<file path="config.mk">
export PLATFORM = sky130hd
export DESIGN_NAME = seq_left_normalizer
export DESIGN_NICKNAME = d
export VERILOG_FILES = /design/src/rtl/seq_left_normalizer.sv
export SDC_FILE = /design/constraint.sdc
export NUM_CORES = 1
export LEC_CHECK = 0
export CORE_UTILIZATION = 45
export DETAILED_ROUTE_END_ITERATION = 10
export HOLD_SLACK_MARGIN = 0.02
export PLACE_DENSITY = 0.86
export SYNTH_ARGS = -nofsm -noshare
export SYNTH_HDL_FRONTEND = slang
export SYNTH_SLANG_ARGS = --single-unit
</file>
<file path="constraint.sdc">
create_clock -name clk -period 1.59 [get_ports clk]
set_input_delay 0.159 -clock clk [delete_from_list [all_inputs] [get_ports clk]]
set_output_delay 0.159 -clock clk [all_outputs]
set_load 0.005 [all_outputs]
</file>
<file path="src/rtl/seq_left_normalizer.sv">
// seq_left_normalizer: iterative left normalizer, one shift per clock.
// Produces the normalized word, its shift count (binary and one-hot) and
// a zero flag; dout and n_onehot together drive the one-hot right barrel
// shifter to reconstruct the original word.
module seq_left_normalizer #(
    parameter int WIDTH = 8,
    parameter int CW    = $clog2(WIDTH)
) (
    input  logic             clk,
    input  logic             rst,
    input  logic             start,
    input  logic [WIDTH-1:0] din,
    output logic             busy,
    output logic             done,
    output logic [WIDTH-1:0] dout,
    output logic [CW-1:0]    shamt,
    output logic [WIDTH-1:0] n_onehot,
    output logic             zero
);

    typedef enum logic [1:0] {
        IDLE,
        SHIFT,
        DONE
    } state_t;

    localparam logic [WIDTH-1:0] ONE = {{(WIDTH-1){1'b0}}, 1'b1};

    state_t           state;
    state_t           state_next;
    logic [WIDTH-1:0] work_reg;
    logic [WIDTH-1:0] work_next;
    logic [CW-1:0]    count;
    logic [CW-1:0]    count_next;
    logic [WIDTH-1:0] dout_next;
    logic [CW-1:0]    shamt_next;
    logic [WIDTH-1:0] onehot_next;
    logic             zero_next;

    // Next-state, datapath updates and the busy/done status decoded from state.
    always_comb begin
        state_next  = state;
        work_next   = work_reg;
        count_next  = count;
        dout_next   = dout;
        shamt_next  = shamt;
        onehot_next = n_onehot;
        zero_next   = zero;
        busy        = 1'b0;
        done        = 1'b0;

        case (state)
            IDLE: begin
                if (start) begin
                    work_next  = din;
                    count_next = '0;
                    zero_next  = 1'b0;
                    state_next = SHIFT;
                end
            end

            SHIFT: begin
                busy = 1'b1;
                if (work_reg == '0) begin
                    zero_next   = 1'b1;
                    dout_next   = '0;
                    shamt_next  = '0;
                    onehot_next = ONE;
                    state_next  = DONE;
                end else if (work_reg[WIDTH-1]) begin
                    dout_next   = work_reg;
                    shamt_next  = count;
                    onehot_next = ONE << count;
                    state_next  = DONE;
                end else begin
                    work_next  = {work_reg[WIDTH-2:0], 1'b0};
                    count_next = count + CW'(1);
                end
            end

            DONE: begin
                done = 1'b1;
                if (start) begin
                    work_next  = din;
                    count_next = '0;
                    zero_next  = 1'b0;
                    state_next = SHIFT;
                end else begin
                    state_next = IDLE;
                end
            end

            default: begin
                state_next = IDLE;
            end
        endcase
    end

    // State register; reset returns to IDLE and aborts any in-flight work.
    always_ff @(posedge clk) begin
        if (rst) begin
            state <= IDLE;
        end else begin
            state <= state_next;
        end
    end

    // Working register, shift counter and held result registers.
    always_ff @(posedge clk) begin
        if (rst) begin
            work_reg <= '0;
            count    <= '0;
            dout     <= '0;
            shamt    <= '0;
            n_onehot <= '0;
            zero     <= 1'b0;
        end else begin
            work_reg <= work_next;
            count    <= count_next;
            dout     <= dout_next;
            shamt    <= shamt_next;
            n_onehot <= onehot_next;
            zero     <= zero_next;
        end
    end

endmodule
</file>
==> run metrics, run 1 <==
Worst Setup Path Type register to register; # rows 21; Cells after Synth 157; Total Wirelength 3770 um; Arr. time, crit path 1.81 ns; Post-Syn Area 0.00157 mm^2; HP Class primary input to register; Leak Pwr 0.000810 uW; CP Launch Type register; area leader, netlist dfxtp_1; Seq. cell area 666 um^2; grt met3 use 6.18%; Synth Flop Type dfxtp_1; root buffer cell clkbuf_4; max_slew headroom 71.8%; Worst Setup End Kind register; Worst Skew 0.0107 ns; placed wire-length estimate 2410 um; routability cong. 0.766; Hold Crit Start din[0]; Worst Reg-to-Reg Cells 4; Seq/Total Area, Yosys 42.2%; Reg2Reg Capture Point n_onehot[2]; via/cell ratio 5.55; final setup vio count 0; hold depth 3; first-pass GRT wire length 5880 um; Hold WS 0.412 ns; fin crit period 1.57 ns; outcome finished clean; Worst EP required 1.83 ns; Fill cells 283; setup TNS 0 ns; number of synthesis warnings 0; final hold violation count 0; vias in the first global route 1242; DR iter-0 viols 98; Pins Over Slew Limit 0; f_max 0.636 GHz; total iterations of the first detailed-routing run 4; # clock sinks 33; Least-Margin Pin Slew 0.421 ns; core area 0.00334 mm^2; CTS tree built; via count 1381; DRC Markers 0; grt ovf 0; most frequent cells in the layout clkdlybuf4s50_1, dfxtp_1, buf_4, nor3_1, nand2_1; FF+latch count, synth 33; M1 GR Usage 28.6%; top cells by area, synth dfxtp_1, a211oi_2, ha_1; IO buf count 32; Post-synth EDFFs 0; gr busiest metal met2; P&R area growth vs syn 36.7%; Final Cycle Share 98.9%; crit-path max FO 14; antenna diode count 0; Hold Path End work_reg[0]; met2 Use GR 33.3%; Nets 219; layout cells sized above 1 24.6%; area of the multi-input gates 855 um^2; Synth cell types 40; Reg clk slew, reported paths 0.10 ns; largest net degree at the start of global routing 31; Top-Level Pins 33; H-tree depth 2; die area 0.00372 mm^2; power per cell area 965 mW/mm^2; Worst-Skew Late Latency 0.34 ns; Die X 61.0 um; R2R setup slack 0.02 ns; DP Cell Count 235; total CTS buffers 5; Chip Height 61.0 um; DRT antenna net count 0; drt wl/cell 15.2 um; initial antenna violation count 0; post-synth top area share 42.2%; Synth async-reset ratio 0%; commonest non-fill, non-tap cell in the layout clkdlybuf4s50_1; Starting Density 46.9%; overall routing resource usage 21.7%; syn_area_per_cell 9.97 um^2; Cell Count, Final, Fillers Out 249; Total Power 2060 uW; peak supply drop 0.000577 V; clock tree buffer depth 2; Max-cap violations 0; Post-CTS Hold Buffers 0; syn_nets 174; FF-to-FF Start work_reg[1]
worst max-delay path by stage:
stage / cells past startpoint / end / from / slack, ns
after floorplan: 6 / dout[0] / work_reg[7] / 0.10
after global routing: 8 / n_onehot[7] / state[0] / -0.02
final: 4 / n_onehot[2] / work_reg[1] / 0.02
after detailed placement: 3 / work_reg[6] / work_reg[7] / -0.10
after CTS: 3 / done / state[0] / -0.05
after global placement: 3 / work_reg[6] / work_reg[7] / -0.05
metrics by stage:
| step | util, % | setup slack (ns) | cell area [um^2] |
|---|---|---|---|
| 2_1_floorplan | - | 0.103 | 1570 |
| 3_3_place_gp | 58.9 | -0.0518 | 1960 |
| 3_5_place_dp | 58.9 | -0.104 | 1960 |
| 4_1_cts | 62.1 | -0.0454 | 2070 |
| 5_1_grt | 64.1 | -0.0215 | 2140 |
| 6_report | 64.1 | 0.0179 | 2140 |
synth_stat cells, drive strengths merged (2+ instances only):
cell type,instances
nand3b,2
a31o,8
nor4,2
nand4,2
and2,3
dfxtp,33
a32o,4
buf,6
nand2,11
and2b,2
o21ai,7
ha,6
o32ai,2
clkbuf,4
nand4b,2
nor2,6
a21oi,12
nor3,12
nor2b,8
a211oi,7
nand2b,3
o31ai,3
inv,6
and3,2
critical path: stages, from the launching register on:
cell and delay, ns:
dfxtp_2 0.36, nor4_4 0.40, and2_4 0.28, o21ai_4 0.14
a32o_1 0.29
area by class of cell:
type	count	share of cell area, %
Clock buffer	7	2.57
Clock inverter	1	1.40
Inverter	6	1.05
Multi-Input combinational cell	109	39.9
Sequential cell	33	31.1
Tap cell	46	2.69
Timing Repair Buffer	47	21.2
report_power, final:
part / switching, uW / internal, uW
registers: 50.6 / 872
clock network: 284 / 375
logic: 257 / 225
total: 592 / 1470
what timing repair did:
| item | CTS | global route |
|---|---|---|
| pin swaps | 1 | 3 |
| gates cloned | 0 | 1 |
| resized for setup | 4 | 8 |
| endpoints found under the setup margin | 10 | 20 |
| buffers inserted | 1 | 4 |
kinds of logic after synthesis:
| group | share of synthesized area (%) |
|---|---|
| AO/OA/AOI/OAI | 24.8 |
| adder cells (fa/ha/maj) | 4.80 |
| buffers and inverters | 5.68 |
| flip-flops | 42.2 |
| AND/OR/NAND/NOR | 22.5 |
per-layer routing:
layer  routed length, um  vias up  part of all wire (%)
li1                    -      664                     -
met4                  83        0                   2.2
met1                1730      654                    46
met2                1730       52                    46
met3                 233       11                   6.2
met5                   0        -                     0
No activity file was read; power rests on OpenSTA's default activity.
==> inputs of run 2 (changes only) <==
Settings changed: CORE_MARGIN from default to 2, CORE_UTILIZATION 45 to 50, PLACE_DENSITY 0.86 to 0.9.
Clock period 1.59 ns to 1.6 ns, I/O delays scaled along.
==> run metrics, run 2 (synthesis results as in run 1) <==
outcome finished clean (unchanged); final setup vio count 0 (unchanged); CP Buf/Inv Count 0 (unchanged); initial antenna violation count 0 (unchanged); Reg clk slew, reported paths 0.10 ns (about the same); CTS tree built (unchanged); # clock sinks 33 (unchanged); Worst Setup Path Type register to register (unchanged); grt ovf 0 (unchanged); fin crit period 1.57 ns (about the same); peak supply drop 0.000495 V (was 0.000577 V); max_slew headroom 70.1% (was 71.8%); CP max stage cell dfxtp_1 (was nor4_4); Max-cap violations 0 (unchanged); Least-Margin Pin Slew 0.447 ns (was 0.421 ns); first-pass GRT wire length 6070 um (was 5880 um); Setup WS post-layout 0.0349 ns (was 0.0179 ns); clock tree buffer depth 2 (unchanged); Worst Skew 0.00815 ns (was 0.0107 ns); P&R area growth vs syn 29.8% (was 36.7%); Top-Level Pins 33 (unchanged); HP Class primary input to register (unchanged); via/cell ratio 5.97 (was 5.55); largest net degree at the start of global routing 31 (unchanged); slowest stage delay, CP 0.38 ns (was 0.40 ns); total iterations of the first detailed-routing run 4 (unchanged); core area 0.00300 mm^2 (was 0.00334 mm^2); Arr. time, crit path 1.80 ns (was 1.81 ns); Die X 60.0 um (was 61.0 um); H-tree depth 2 (unchanged); Worst EP required 1.83 ns (about the same); root buffer cell clkbuf_4 (unchanged); overall routing resource usage 23.0% (was 21.7%); CP Launch Type register (unchanged); IO buf count 32 (unchanged); DRT antenna net count 0 (unchanged); placed wire-length estimate 2620 um (was 2410 um); DRC Markers 0 (unchanged); final hold violation count 0 (unchanged); Worst-Skew Late Latency 0.34 ns (about the same); Pins Over Slew Limit 0 (unchanged); f_max 0.639 GHz (was 0.636 GHz); routability cong. 0.805 (was 0.766); Final Cycle Share 97.8% (was 98.9%); total CTS buffers 5 (unchanged); drt wl/cell 15.8 um (was 15.2 um); Leak Pwr 0.000748 uW (was 0.000810 uW); commonest non-fill, non-tap cell in the layout dfxtp_1 (was clkdlybuf4s50_1); # rows 20 (was 21); Nets 216 (was 219); dpl ws -0.0686 ns (was -0.104 ns); die area 0.00359 mm^2 (was 0.00372 mm^2); most frequent cells in the layout dfxtp_1, clkdlybuf4s50_1, buf_4, nor3_1, nand2_1 (was clkdlybuf4s50_1, dfxtp_1, buf_4, nor3_1, nand2_1); Hold WS 0.435 ns (was 0.412 ns); Starting Density 52.1% (was 46.9%); delay-heaviest family, CP simple AND/OR/NAND/NOR gates (unchanged); Design Area, Final 0.00203 mm^2 (was 0.00214 mm^2); DR iter-0 viols 49 (was 98); Total Wirelength 3690 um (was 3770 um); Worst Setup End Kind register (unchanged); layout cells sized above 1 20.0% (was 24.6%); power per cell area 888 mW/mm^2 (was 965 mW/mm^2); setup TNS 0 ns (unchanged); placed inst area 0.00195 mm^2 (was 0.00196 mm^2); antenna diode count 0 (unchanged); crit-path max FO 14 (unchanged); Chip Height 60.0 um (was 61.0 um); vias in the first global route 1338 (was 1242); crit-path cells nor4_4 > and2_4 > o21ai_4 > a32o_1 (unchanged); via count 1392 (was 1381)
run 2: cell types whose count changed in the layout (fill, tap and decap cells not counted), moves of 2 or more:
| cell | delta |
|---|---|
| dfxtp_1 | +4 |
| dfxtp_2 | -4 |
| clkbuf_1 | +2 |
| dlygate4sd2_1 | +2 |
| dlymetal6s2s_1 | -2 |
run 2: routing by layer:
| metal | track usage (%) | wire, um | vias up |
|---|---|---|---|
| met5 | 0 | 0 | - |
| met4 | 7.62 | 76 | 0 |
| met3 | 9.96 | 229 | 9 |
| met2 | 36.8 | 1860 | 46 |
| met1 | 27.7 | 1520 | 676 |
| li1 | - | - | 661 |
run 2: worst min-delay path, stage by stage:
cell and delay (ns):
clkdlybuf4s50_1 0.39, nand2b_1 0.08, a311oi_2 0.09
run 2: report_power, final:
part / switching, uW / internal [uW]
clock: 266 / 175
combinational: 241 / 209
sequential: 49.3 / 864
total: 557 / 1250
run 2: final cells by class:
type | instances | area [um^2]
repair buffers | 45 | 428
inverters | 6 | 22.5
fillers | 242 | 971
clock buffers | 8 | 48.8
multi-input cells | 108 | 831
well taps | 33 | 41.3
flip-flops and latches | 33 | 661
run 2: metrics by stage:
step / total power [uW] / utilization [%] / std cells
2_1_floorplan: 1200 / - / 157
3_3_place_gp: 1320 / 64.9 / 222
3_5_place_dp: 1330 / 64.9 / 222
4_1_cts: 1760 / 66.7 / 230
5_1_grt: 1890 / 67.7 / 233
6_report: 1800 / 67.7 / 233
run 2: what timing repair did:
action	CTS	global route
hold buffers	0	0
pin swaps	0	2
endpoints found under the setup margin	10	7
gates resized for setup	4	1
setup buffers	0	3
run 2: final timing paths:
kind | start | end | slack, ns | depth (start not counted)
min reg2reg | dout[5] | dout[5] | 0.47 | 2
max | work_reg[4] | n_onehot[1] | 0.03 | 4
min | din[6] | work_reg[6] | 0.43 | 3
max reg2reg | work_reg[4] | n_onehot[1] | 0.03 | 4
